`src/rtl/add32_sched.sv`:
```
// rtl/add32_sched.sv - two-requester 32-bit add/sub sequenced over a shared 16-bit adder
//
// Purpose: arbitrates between two requesters (round-robin when both are
// valid), captures one operation, and runs it through an external 16-bit
// adder in two passes: low half, then high half with the carry. The result
// is presented on a valid/ready response port.
//
// Ports:
//   clk, rst_n                  clock (rising edge), async active-low reset
//   reqN_valid/ready            requester N handshake (N = 0, 1)
//   reqN_a, reqN_b, reqN_sub    operands and op select (1 = a-b, 0 = a+b)
//   add_a, add_b, add_cin       operand halves and carry-in to shared adder
//   add_s, add_cout             same-cycle sum and carry-out from shared adder
//   rsp_valid/ready             response handshake
//   rsp_sum, rsp_cout, rsp_ovf  32-bit result, carry-out of bit 31, signed overflow
//   rsp_id                      index of the requester that owns the result

module add32_sched (
  input  logic        clk,
  input  logic        rst_n,
  input  logic        req0_valid,
  output logic        req0_ready,
  input  logic [31:0] req0_a,
  input  logic [31:0] req0_b,
  input  logic        req0_sub,
  input  logic        req1_valid,
  output logic        req1_ready,
  input  logic [31:0] req1_a,
  input  logic [31:0] req1_b,
  input  logic        req1_sub,
  output logic [15:0] add_a,
  output logic [15:0] add_b,
  output logic        add_cin,
  input  logic [15:0] add_s,
  input  logic        add_cout,
  output logic        rsp_valid,
  input  logic        rsp_ready,
  output logic [31:0] rsp_sum,
  output logic        rsp_cout,
  output logic        rsp_ovf,
  output logic        rsp_id
);

  typedef enum logic [1:0] {IDLE, LO, HI, RESP} state_t;

  state_t      state, state_nxt;
  logic        ptr;          // preferred requester when both are valid
  logic [31:0] op_a;
  logic [31:0] op_b;         // effective b: already inverted for subtraction
  logic        op_cin;
  logic        op_id;
  logic        carry;        // carry out of the low half
  logic        gnt;
  logic        hs;
  logic        sel_sub;
  logic [31:0] sel_a;
  logic [31:0] sel_b;

  always_comb begin
    gnt     = (req0_valid && req1_valid) ? ptr : req1_valid;
    // ready is masked by rst_n so that all outputs read 0 while in reset
    hs      = rst_n && (state == IDLE) && (req0_valid || req1_valid);
    sel_a   = gnt ? req1_a   : req0_a;
    sel_b   = gnt ? req1_b   : req0_b;
    sel_sub = gnt ? req1_sub : req0_sub;
  end

  assign req0_ready = hs && !gnt;
  assign req1_ready = hs && gnt;
  assign rsp_valid  = (state == RESP);

  always_ff @(posedge clk or negedge rst_n) begin
    if (!rst_n) state <= IDLE;
    else        state <= state_nxt;
  end

  always_comb begin
    state_nxt = state;
    add_a     = 16'h0000;
    add_b     = 16'h0000;
    add_cin   = 1'b0;
    case (state)
      IDLE: if (hs) state_nxt = LO;
      LO: begin
        add_a     = op_a[15:0];
        add_b     = op_b[15:0];
        add_cin   = op_cin;
        state_nxt = HI;
      end
      HI: begin
        add_a     = op_a[31:16];
        add_b     = op_b[31:16];
        add_cin   = carry;
        state_nxt = RESP;
      end
      RESP: if (rsp_ready) state_nxt = IDLE;
      default: state_nxt = IDLE;
    endcase
  end

  always_ff @(posedge clk or negedge rst_n) begin
    if (!rst_n) begin
      ptr      <= 1'b0;
      op_a     <= 32'h0;
      op_b     <= 32'h0;
      op_cin   <= 1'b0;
      op_id    <= 1'b0;
      carry    <= 1'b0;
      rsp_sum  <= 32'h0;
      rsp_cout <= 1'b0;
      rsp_ovf  <= 1'b0;
      rsp_id   <= 1'b0;
    end else begin
      if (hs) begin
        op_a   <= sel_a;
        op_b   <= sel_sub ? ~sel_b : sel_b;
        op_cin <= sel_sub;
        op_id  <= gnt;
        ptr    <= ~gnt;
      end
      if (state == LO) begin
        rsp_sum[15:0] <= add_s;
        carry         <= add_cout;
      end
      if (state == HI) begin
        rsp_sum[31:16] <= add_s;
        rsp_cout       <= add_cout;
        // overflow: operands of equal sign yielding a result of the other sign
        rsp_ovf        <= (op_a[31] == op_b[31]) && (add_s[15] != op_a[31]);
        rsp_id         <= op_id;
      end
    end
  end

endmodule

```
`config.mk`:
```
export PLATFORM = sky130hd
export DESIGN_NAME = add32_sched
export DESIGN_NICKNAME = d
export VERILOG_FILES = /design/src/rtl/add32_sched.sv
export SDC_FILE = /design/constraint.sdc
export NUM_CORES = 1
export LEC_CHECK = 0
export CORE_MARGIN = 3
export CORE_UTILIZATION = 24
export CTS_BUF_LIST = sky130_fd_sc_hd__clkbuf_8
export DETAILED_ROUTE_END_ITERATION = 16
export GPL_ROUTABILITY_DRIVEN = 0
export PLACE_DENSITY = 0.6
export RECOVER_POWER = 25
export SLEW_MARGIN = 15
export SYNTH_ARGS = -nofsm -noshare
export SYNTH_HDL_FRONTEND = slang
export SYNTH_SLANG_ARGS = --single-unit
```
`constraint.sdc`:
```
create_clock -name clk -period 2.3 [get_ports clk]
set_clock_uncertainty 0.05 [all_clocks]
set_input_delay 0.69 -clock clk [delete_from_list [all_inputs] [get_ports clk]]
set_output_delay 0.69 -clock clk [all_outputs]
set_load 0.02 [all_outputs]
```
==> flow_summary.html, run 1 <==
<table>
<tr><th>Metric</th><th>Value</th></tr>
<tr><th colspan="2">STA</th></tr>
<tr><td>Total setup violations reported at the end of the flow</td><td>33</td></tr>
<tr><td>Period minus WS final</td><td>roughly 2500 ps</td></tr>
<tr><td>Final-layout setup total negative slack</td><td>-4880 ps</td></tr>
<tr><td>Achievable Freq</td><td>between 300 and 400 MHz</td></tr>
<tr><td>Worst-case hold slack</td><td>437 ps</td></tr>
<tr><td>Unrepaired setup endpoints after global routing</td><td>true</td></tr>
<tr><td>Setup WS post-layout</td><td>-217 ps</td></tr>
<tr><td>Rel. slew slack</td><td>30.3%</td></tr>
<tr><td>Period utilisation layout</td><td>109%</td></tr>
<tr><td>Worst-margin pin slew</td><td>1040 ps</td></tr>
<tr><td>Number of slew-limit violations in the final report</td><td>0</td></tr>
<tr><td>Number of hold violations in the final report</td><td>0</td></tr>
<tr><th colspan="2">Critical path</th></tr>
<tr><td>Startpoint of the most critical register-to-register path</td><td>state[0]</td></tr>
<tr><td>Highest fanout seen on the critical path</td><td>6</td></tr>
<tr><td>Worst setup slack for register-to-register paths</td><td>480 ps</td></tr>
<tr><td>Arrival time at the worst endpoint</td><td>1780 ps</td></tr>
<tr><td>Sort of element at the end of the critical path</td><td>output port</td></tr>
<tr><td>Depth of the worst register-to-register path</td><td>7</td></tr>
<tr><td>Critical Path Source Type</td><td>flip-flop</td></tr>
<tr><td>Crit path required time</td><td>1560 ps</td></tr>
<tr><td>Worst reg2reg path endpoint</td><td>state[1]</td></tr>
<tr><td>Crit path kind</td><td>reg2out</td></tr>
<tr><th colspan="2">Global routing</th></tr>
<tr><td>Maximum number of pins on one net before global-route repair</td><td>67</td></tr>
<tr><td>Global-route wire length before repair</td><td>30100 microns</td></tr>
<tr><td>Global route total overflow</td><td>0</td></tr>
<tr><td>Antenna violations before repair</td><td>0</td></tr>
<tr><td>Via count of the first global-routing pass</td><td>between 5k and 6k</td></tr>
<tr><td>Overall fraction of global-route tracks in use</td><td>14.5%</td></tr>
<tr><th colspan="2">Yosys</th></tr>
<tr><td>Sequential share of the synthesized area</td><td>44.2%</td></tr>
<tr><td>Share of the synthesized area in the top cell type</td><td>~44%</td></tr>
<tr><td>Cell accounting for the most synthesized area</td><td>dfrtp_1</td></tr>
<tr><td>Async S/R FF share, synth</td><td>100%</td></tr>
<tr><td>Synthesized-area fraction occupied by xor and xnor cells</td><td>a little under a tenth</td></tr>
<tr><td>Number of synthesis warnings</td><td>0</td></tr>
<tr><td>Most frequently used flop master after synthesis</td><td>dfrtp_1</td></tr>
<tr><td>Synthesized flop and latch total</td><td>105</td></tr>
<tr><td>Mux cell area share after synthesis</td><td>under 10%</td></tr>
<tr><td>Compound-gate portion of the synthesized area</td><td>19.8%</td></tr>
<tr><td>Synth cell types</td><td>32</td></tr>
<tr><td>Number of flops mapped to enable cells by yosys</td><td>0</td></tr>
<tr><td>Synthesized-area fraction occupied by and/or/nand/nor cells</td><td>13.3%</td></tr>
<tr><td>Synth Instances</td><td>between 500 and 600</td></tr>
<tr><td>Top cells by area, synth</td><td>dfrtp_1 44%, mux2_2 6.8%, o31ai_2 5.5%</td></tr>
<tr><td>Synth Area in Adders</td><td>less than 1%</td></tr>
<tr><td>Netlist area before placement</td><td>just under 0.006 sq mm</td></tr>
<tr><td>Syn nets</td><td>699</td></tr>
<tr><td>Main combinational cell family by area after synthesis</td><td>compound AO/OA/AOI/OAI gates</td></tr>
<tr><td>Syn Area/Cell</td><td>10.9 sq um</td></tr>
<tr><th colspan="2">Placement</th></tr>
<tr><td>Area post-placement</td><td>about 0.0087 sq mm</td></tr>
<tr><td>Pre-CTS worst setup slack</td><td>-630 ps</td></tr>
<tr><td>Placed wire-length estimate after detailed placement</td><td>13800 microns</td></tr>
<tr><td>Total of buffers placed on input and output ports</td><td>222</td></tr>
<tr><td>Cell count after placement</td><td>1064</td></tr>
<tr><th colspan="2">Route</th></tr>
<tr><td>DRC violations left</td><td>0</td></tr>
<tr><td>Number of detailed-routing iterations run before antenna repair</td><td>4</td></tr>
<tr><td>WL/cell</td><td>18.2 microns</td></tr>
<tr><td>Aggregate routed wire length</td><td>19900 microns</td></tr>
<tr><td>Final ANT Viol Nets</td><td>0</td></tr>
<tr><td>DR vias</td><td>between 5k and 6k</td></tr>
<tr><td>First-iteration detailed-routing DRC count</td><td>265</td></tr>
<tr><td>Detail-routed via count per cell</td><td>~4.6</td></tr>
<tr><th colspan="2">Layout</th></tr>
<tr><td>FILL cells</td><td>2359</td></tr>
<tr><td>Post-route cell area</td><td>0.00930 sq mm</td></tr>
<tr><td>Count of inserted antenna diode cells</td><td>0</td></tr>
<tr><td>Nets</td><td>927</td></tr>
<tr><td>Commonest non-fill, non-tap cell in the layout</td><td>clkdlybuf4s50_1</td></tr>
<tr><td>Proportion of layout cells with a drive suffix above 1</td><td>28.6%</td></tr>
<tr><td>Final instance count without filler cells</td><td>1095</td></tr>
<tr><td>Commonest cells after routing, fill and taps aside</td><td>181 x clkdlybuf4s50_1, 104 x dfrtp_1, 43 x buf_4</td></tr>
<tr><td>Area growth, synth to finish</td><td>56.6%</td></tr>
<tr><th colspan="2">CTS</th></tr>
<tr><td>Clock latency at the later pin of the worst-skew pair</td><td>390 ps</td></tr>
<tr><td>Buffer levels on the longest clock path</td><td>2</td></tr>
<tr><td>Clock sink total</td><td>around 110</td></tr>
<tr><td>Clock transition at the registers of the reported paths</td><td>120 ps</td></tr>
<tr><td>Total number of H-tree levels</td><td>3</td></tr>
<tr><td>Root buffer selected by CTS</td><td>clkbuf_8</td></tr>
<tr><td>Clock buffers created by TritonCTS</td><td>9</td></tr>
<tr><td>CTS tree</td><td>yes</td></tr>
<tr><td>Hold buffers post-CTS</td><td>0</td></tr>
<tr><th colspan="2">Run status</th></tr>
<tr><td>Violated checks</td><td>negative setup slack</td></tr>
<tr><td>Status</td><td>finished with violations</td></tr>
<tr><th colspan="2">Min path</th></tr>
<tr><td>Capture endpoint of the worst hold path</td><td>op_id</td></tr>
<tr><td>HP Start</td><td>op_id</td></tr>
<tr><td>Worst Hold Class</td><td>reg2reg</td></tr>
<tr><td>Number of instances on the worst hold path</td><td>1</td></tr>
<tr><th colspan="2">Floorplanning</th></tr>
<tr><td>Die span in x</td><td>between 150 and 200 microns</td></tr>
<tr><td>Height of the die</td><td>163 microns</td></tr>
<tr><td>Starting density of the core</td><td>approximately 25%</td></tr>
<tr><td>Rows</td><td>between 50 and 60</td></tr>
<tr><td>Full die area</td><td>approximately 0.027 sq mm</td></tr>
<tr><td>Core footprint</td><td>approximately 0.024 sq mm</td></tr>
<tr><td>I/O pin total</td><td>223</td></tr>
<tr><th colspan="2">Job</th></tr>
<tr><td>Max-Cap Viols</td><td>0</td></tr>
<tr><th colspan="2">Pwr</th></tr>
<tr><td>VDD IR-drop max</td><td>0.475 mV</td></tr>
<tr><td>Leakage power total</td><td>between 3 and 4 nW</td></tr>
<tr><td>Power density over the cells</td><td>1250 mW/mm^2</td></tr>
</table>
==> area by class of cell <==
cell class / instances / area (sq um) / area share (%)
Clock buffer: 9 / 124 / 1.33
Inverter: 2 / 10.0 / 0.108
Multi-Input combinational cell: 381 / 3250 / 35.0
Clock inverter: 7 / 61.3 / 0.659
Timing Repair Buffer: 272 / 2830 / 30.4
Tap cell: 319 / 399 / 4.29
Sequential cell: 105 / 2630 / 28.3
==> kinds of logic (layout without fill, tap and decap cells) <==
family | count (synthesis) | count (layout)
AOI/OAI and AO/OA | 139 | 139
and+or+nand+nor | 138 | 138
DFF | 105 | 105
xor gates and xnor gates | 64 | 64
buffers and inverters | 57 | 290
muxes | 36 | 36
adders and majority gates | 4 | 4
==> sequential cells by signal, summed over array words and instances (netlist names) <==
signal,cells
op_a,32
op_b,32
rsp_sum,32
state,2
carry,1
op_cin,1
op_id,1
ptr,1
rsp_cout,1
rsp_id,1
rsp_ovf,1
==> report_power, final <==
group / total (W) / switching [W] / internal, W
combinational: 0.00712 / 0.00325 / 0.00387
clock: 0.00115 / 0.000736 / 0.000416
sequential: 0.00331 / 0.000571 / 0.00274
==> worst max-delay path by stage <==
stage,from,to,slack [ps],cells past startpoint
after floorplan,state[0],add_a[11],7,6
after global placement,req0_valid,req0_ready,-610,4
after detailed placement,req0_valid,req0_ready,-630,4
after CTS,state[0],add_a[15],-270,7
after global routing,state[1],add_a[15],-310,7
final,state[1],add_b[6],-220,7
==> Yosys cell counts (6+ instances only) <==
cell type,instances
a221o_1,32
a22oi_1,33
buf_6,10
xnor2_1,32
a21oi_1,35
buf_2,21
and3_1,33
dfrtp_1,105
and2_1,18
mux2_2,36
o31ai_1,6
o31ai_2,26
xor2_1,32
clkbuf_1,20
and2_0,14
nand2_1,32
nor2b_1,34
==> layer usage <==
metal / part of all wire, % / vias to the layer above / GRT usage, %
met4: 0.95 / 0 / 3.00
met1: 45 / 2460 / 19.3
met2: 46 / 160 / 23.3
li1: - / 2395 / -
met5: 0 / - / 0
met3: 7.8 / 15 / 4.46
==> what timing repair did <==
| item | CTS | global route |
|---|---|---|
| buffers inserted | 2 | 10 |
| gates cloned | 2 | 3 |
| gates resized for setup | 207 | 41 |
| pin swaps | 2 | 7 |
| setup endpoints to repair | 36 | 36 |
==> critical path: stages (launching register included) <==
cell and delay, ps:
dfrtp_1 420, buf_6 130, ha_4 180, buf_12 140, buf_16 140, a22oi_2 160, nor2b_1 70, buf_4 150
==> stage by stage <==
step,util (%),total power (W)
after detailed placement,36.4,0.00943
after CTS,37.9,0.0111
after global routing,38.9,0.0124
after global placement,36.4,0.00934
final,38.9,0.0116
after floorplan,-,0.00664
(Power assumes the default switching activity.)
==> run 2: changes to the inputs <==
CTS_CLUSTER_DIAMETER = 50   (was unset)
PLACE_DENSITY = unset   (was 0.6)
==> results of run 2 <==
Final layout, timing and power as in run 1 (identical DEF).
